<file path="src/rtl/counter_tick_ctrl.sv">
// counter_tick_ctrl: switch sync/debounce, run/pause/clear FSM and count-enable tick generator
module counter_tick_ctrl #(
  parameter int DIV         = 12000000,
  parameter int DB_CYCLES   = 1000000,
  parameter int SYNC_STAGES = 2
) (
  input  logic       clk,
  input  logic       rst,
  input  logic [1:0] sw,
  output logic [1:0] sw_db,
  output logic       run,
  output logic       clr,
  output logic       clr_pulse,
  output logic       tick
);
  localparam int DBW = DB_CYCLES > 1 ? $clog2(DB_CYCLES) : 1;
  localparam int PW  = $clog2(DIV);
  typedef enum logic [1:0] {IDLE, RUN, PAUSE, CLEAR} state_t;
  state_t state, state_n;
  logic [SYNC_STAGES-1:0] sync [2];
  logic [DBW-1:0] db_cnt [2];
  logic [1:0] s;
  logic [PW-1:0] pre;
  assign s = {sync[1][SYNC_STAGES-1], sync[0][SYNC_STAGES-1]};
  always_ff @(posedge clk) begin
    for (int b = 0; b < 2; b++) begin
      if (rst) begin
        sync[b]   <= '0;
        db_cnt[b] <= '0;
        sw_db[b]  <= 1'b0;
      end else begin
        sync[b] <= {sync[b][SYNC_STAGES-2:0], sw[b]};
        if (s[b] == sw_db[b]) db_cnt[b] <= '0;
        else if (db_cnt[b] == DBW'(DB_CYCLES - 1)) begin
          sw_db[b]  <= s[b];
          db_cnt[b] <= '0;
        end else db_cnt[b] <= db_cnt[b] + 1'b1;
      end
    end
  end
  // clear dominates every other transition, including sw_db = 11
  always_comb begin
    state_n = sw_db[1] ? CLEAR :
              state == CLEAR ? IDLE :
              (state == IDLE || state == PAUSE) && sw_db == 2'b01 ? RUN :
              state == RUN && sw_db == 2'b00 ? PAUSE : state;
  end
  always_ff @(posedge clk) begin
    if (rst) begin
      state     <= IDLE;
      pre       <= '0;
      tick      <= 1'b0;
      clr_pulse <= 1'b0;
    end else begin
      state     <= state_n;
      pre       <= state == RUN ? (pre == PW'(DIV - 1) ? PW'(0) : pre + 1'b1) :
                   state == PAUSE ? pre : PW'(0);
      tick      <= state == RUN && pre == PW'(DIV - 1);
      clr_pulse <= state_n == CLEAR && state != CLEAR;
    end
  end
  assign run = state == RUN;
  assign clr = state == CLEAR;
endmodule

</file>
<file path="config.mk">
export PLATFORM = sky130hd
export DESIGN_NAME = counter_tick_ctrl
export DESIGN_NICKNAME = d
export VERILOG_FILES = /design/src/rtl/counter_tick_ctrl.sv
export SDC_FILE = /design/constraint.sdc
export NUM_CORES = 1
export LEC_CHECK = 0
export CAP_MARGIN = 20
export CORE_MARGIN = 5
export CORE_UTILIZATION = 27
export DETAILED_ROUTE_END_ITERATION = 16
export GPL_ROUTABILITY_DRIVEN = 0
export HOLD_SLACK_MARGIN = 0.08
export PLACE_DENSITY_LB_ADDON = 0.1
export SLEW_MARGIN = 5
export SYNTH_ARGS = -nofsm -noshare
export SYNTH_HDL_FRONTEND = slang
export SYNTH_SLANG_ARGS = --single-unit
export TNS_END_PERCENT = 100
</file>
<file path="constraint.sdc">
create_clock -name clk -period 2.5 [get_ports clk]
set_clock_uncertainty 0.05 [all_clocks]
set_input_delay 0.75 -clock clk [delete_from_list [all_inputs] [get_ports clk]]
set_output_delay 0.75 -clock clk [all_outputs]
set_load 0.02 [all_outputs]
</file>
# After elaboration in Yosys (flattened, before gate mapping)
# Memory sizes are Yosys's and may differ from the RTL's.
# Cells that the tools add are included.
# classes
add_sub_neg	3
mul	0
div_mod_pow	0
n_lt_le_gt_ge	0
n_eq_ne	12
shifts	0
n_mux	40
bitwise_logic	10
n_reduce_logical	9
# op_table
operator	n
$mux 20	6
$mux 24	3
$add 20x1->20 const B	2
$eq 20x20->1 const B	2
$mux 1	25
$add 24x1->24 const B	1
$eq 24x24->1 const B	1
$mux 2	6
$or 1x1->1	8
$eq 2x2->1 const B	3
$eq 2x1->1 const B	2
$logic_and 1x1->1	4
$logic_not 2->1	2
$ne 2x2->1 const B	2
$reduce_and 2->1	2
$eq 1x1->1	2
$not 1->1	2
$logic_or 1x1->1	1
# totals
regBits	30
latch_bits	0
ramBits	44
rom_bits	0
in_bits	4
output_inout_bits	6
word_cells	82
mem_count	2
# mem_list
name	words	word_bits	read_ports	rd_clocked_by_memory_dff	write_ports	line_no	rtl
db_cnt	2	20	2	0	2	21	logic [DBW-1:0] db_cnt [2];
sync	2	2	2	0	2	20	logic [SYNC_STAGES-1:0] sync [2];

# Depth between registers and ports, before layout
# Gate-level depths: netlist of the first run.
# depth
depth_word	8
mapped_depth	8
mapped_depth_nobuf	6

# Worst setup path before layout of the first run
# OpenSTA, ideal clock, no wires.
# synth_path
kind	reg-to-reg
startpoint	mem db_cnt[0][0] (netlist bit)
endpoint	mem db_cnt[0][9] (netlist bit), data pin
setup_ns	0.254
arrival_time_ns	1.521
required_ns	2.196
setup_slack_ns	0.675
path_stages_with_launch	8
path_buffers	1
period_less_slack_ns	1.825
cell_sequence	edfxtp_1 > ha_1 > nand2_1 > or2_2 > nor3_1 > or3_1 > buf_4 > nor2_1
# synth_lines
item	line_no
start: declaration	21

# Worst setup path after layout of the first run
# layout_path
startpoint	reg sw_db[0]
endpoint	out sw_db[0]
# layout_lines
item	line_no	rtl
start: declaration	10	output logic [1:0] sw_db,
start signal: indexed assignment	35	sw_db[b] <= s[b];
# No word-level cell between the ends.

==> impl_results.md, run 1 <==
- DRT Pass-1 Iters: 4
- Gr ovfl total: 0
- Setup TNS: 0 ps
- H-tree levels: 3
- Distinct cells, synth: 49
- Crit path max-delay family: buffers and inverters
- Max_cap viols: 0
- CP max-delay cell: clkdlybuf4s50_1
- Register area share after synthesis: 0.4947
- Status: complete, no violations
- Internal cell power: about 2.1 mW
- HPWL after DPL: about 5700 µm
- DRC errors left: 0
- Actual slew at the worst max-slew pin: roughly 600 ps
- Root Buffer: clkbuf_16
- Minimum clock period after layout: between 2000 and 2500 ps
- Max stage delay on crit path: 700 ps
- Port bufs: 9
- Flop pwr share: 0.500
- FF/Latch Area: 1882 µm²
- Normalized max-slew margin: 0.5997
- Reg2Reg Depth: 7
- Fin nets: between 400 and 500
- Synth-to-Final Area Change: 20.13%
- CTS tree: built
- I/O Pins: 10
- CP Capture Type: output pin
- CP Launch Type: register
- Switching fraction of total power: 0.2150
- Ys flop type: edfxtp_1
- All-Layer GR Usage: 0.1054
- Antenna fix cells: 0
- First-pass GRT wire length: between 10000 and 15000 µm
- WP data required: approximately 1700 ps
- Ordered list of cells on the worst path: clkdlybuf4s50_1
- Critical path depth: 1
- Final Cycle Share: 0.9093
- Share of layout cells above drive strength 1: 0.09190
- Total routed wirelength: about 8000 µm
- CTS Sinks: 74
- Initial core utilization: 0.2751
- Place WS: 154.8 ps
- Placeable Area: 13830 µm²
- Site row count: 43
- Fin. max-slew vios: 0
- Multi-input logic area: around 2000 µm²
- Setup Viol. Count Final: 0
- Vias per cell: approximately 4.5
- CTS max path bufs: 2
- Worst-Skew Late Latency: 340 ps
- Placed Area: ~4300 µm²
- Drt wl/cell: 12.35 µm
- Utilization after layout: 0.3305
- Post-synth ARST share: 0
- Pin count of the biggest net entering global routing: 21
- Die Y: 128.7 µm
- Final Hold Vio Count: 0
- Post-route ant nets: 0
- Die footprint: 16560 µm²
- Iteration-0 DRC Markers: about 140
- Post-Layout Inst Area: around 4600 µm²
- Layout filler cell count: ~1400
- Die width: around 130 µm
- LEAKAGE: roughly 1.5 nW
- Hold path cells: 1
- Worst setup margin: approximately 230 ps
- Initial antenna violation count: 0
- Comb power frac: 0.026
- Post-Syn Area: approximately 3800 µm²
- VDD IR max: about 0.00032 V
- Crit Path Class: reg -> out
- Switching power: approximately 580 µW
- EDFF count, synth: 40
- WP buf/inv: 1
- Number of global-route vias before repair: ~2800
- Upper clock frequency limit: 439.9 MHz
- Vias: 2892
- Avg Inst Size Synth: between 9 and 10 µm²
- FF+latch count, synth: between 70 and 80
- Synth Warn #: 0
- TritonCTS Buffers: 9
- Min-Delay Path Class: reg -> reg
- Reg clk slew, reported paths: around 60 ps
- Post-Syn Instances: a little under 400
- Crit-path max FO: 5
- Clk pwr share: 0.475
- Unrepaired setup endpoints after global routing: no
- Worst endpoint data arrival time: about 1500 ps
- Post-CTS setup buffers: 0
- Pwr Density: roughly 590 nW/µm²
==> area by class of cell <==
type	instances	area share
Multi-Input combinational cell	335	0.4255
Inverter	9	0.007393
Clock inverter	6	0.01260
Timing Repair Buffer	23	0.04326
Clock buffer	10	0.05011
Sequential cell	74	0.4118
Tap cell	180	0.04929
==> final timing paths <==
kind / start / endpoint / slack (ps)
setup / recovery: sw_db[0] / sw_db[0] / 230
hold / removal: sync[0][0] / sync[0][1] / 390
setup reg to reg: db_cnt[0][0] / db_cnt[0][15] / 360
hold reg to reg: sync[0][0] / sync[0][1] / 390
==> cells in the mapped netlist, types with 8 or more instances <==
cell type   n  area (µm²)
xnor2_1    17       148.9
nand3_1    27       135.1
inv_1       9       33.78
edfxtp_1   40        1201
a21oi_1    15       75.07
a31oi_1    17       106.4
nand4_1    17       106.4
xor2_1     24       210.2
nor3_1      8       40.04
nor2_1     66       247.7
nand2_1    35       131.4
dfxtp_1    34       680.7
==> placed cells by master, fill, tap and decap left out, drive strengths merged, types with 2 or more instances in the layout <==
| master | Yosys | routed |
|---|---|---|
| and4 | 4 | 4 |
| nand2b | 5 | 5 |
| a21oi | 15 | 15 |
| ha | 3 | 3 |
| nor4b | 2 | 2 |
| clkinv | 0 | 4 |
| mux2i | 4 | 4 |
| xnor2 | 17 | 17 |
| o21ai | 5 | 5 |
| nor2 | 66 | 66 |
| a31oi | 17 | 17 |
| or3 | 5 | 5 |
| nor4 | 10 | 10 |
| clkbuf | 3 | 10 |
| xor2 | 24 | 24 |
| clkdlybuf4s50 | 0 | 8 |
| a22o | 2 | 2 |
| nand3 | 28 | 28 |
| dfxtp | 34 | 34 |
| nand4bb | 2 | 2 |
| nand2 | 36 | 36 |
| nor3 | 9 | 9 |
| nor2b | 5 | 5 |
| conb | 1 | 40 |
| and3 | 7 | 7 |
| edfxtp | 40 | 40 |
| buf | 10 | 14 |
| inv | 9 | 9 |
| nand4 | 18 | 18 |
==> power by group through the flow <==
stage                     registers [mW]  logic (mW)  clock network [mW]
final                               1.34      0.0685                1.27
after global routing                1.35      0.0805                1.38
after CTS                           1.34      0.0690                1.32
after detailed placement            1.37      0.0685                   0
after global placement              1.37      0.0687                   0
after floorplan                     1.36      0.0532                   0
==> flip-flops by register name, summed over array words and instances, names as in the netlist <==
signal	cells
sync	4
sw_db	2
clr_pulse	1
pre	24
tick	1
db_cnt	40
state	2
==> kinds of logic (layout without fill, tap and decap cells) <==
kind of cell    after synthesis  after routing  share of synthesized area
flops                        74             74                     0.4947
fa+ha+maj                     3              3                   0.009869
simple gates                201            201                     0.2813
buf+inv                      22             48                    0.03256
other cells                   1             40                  0.0009859
compound gates               46             46                    0.07566
xor+xnor                     41             41                    0.09441
mux                           4              4                    0.01053
==> metrics by stage <==
stage	total power [mW]	std cells	hold WS, ps
after detailed placement	1.437	621	379.2
after global routing	2.803	637	404.9
after global placement	1.437	621	377.1
after CTS	2.728	637	392.1
final	2.685	637	389.7
after floorplan	1.414	431	363.8
==> layer usage <==
layer	GRT usage	up-vias	part of all wire
met5	0	-	0
met4	0.05374	0	0.025
met3	0.02491	14	0.024
met2	0.1613	30	0.46
met1	0.1388	1356	0.50
li1	-	1492	-
==> what timing repair did <==
action                     in CTS  in global routing
gates resized for setup         0                  1
hold buffers                    0                  0
setup endpoints to repair       0                  1
Power figures use the tool's default switching activity.
==> run 2: changes to the inputs <==
Settings changed: SKIP_LAST_GASP set to 1.
==> results of run 2 <==
The final DEF is identical to that of run 1; final timing and power are the same.
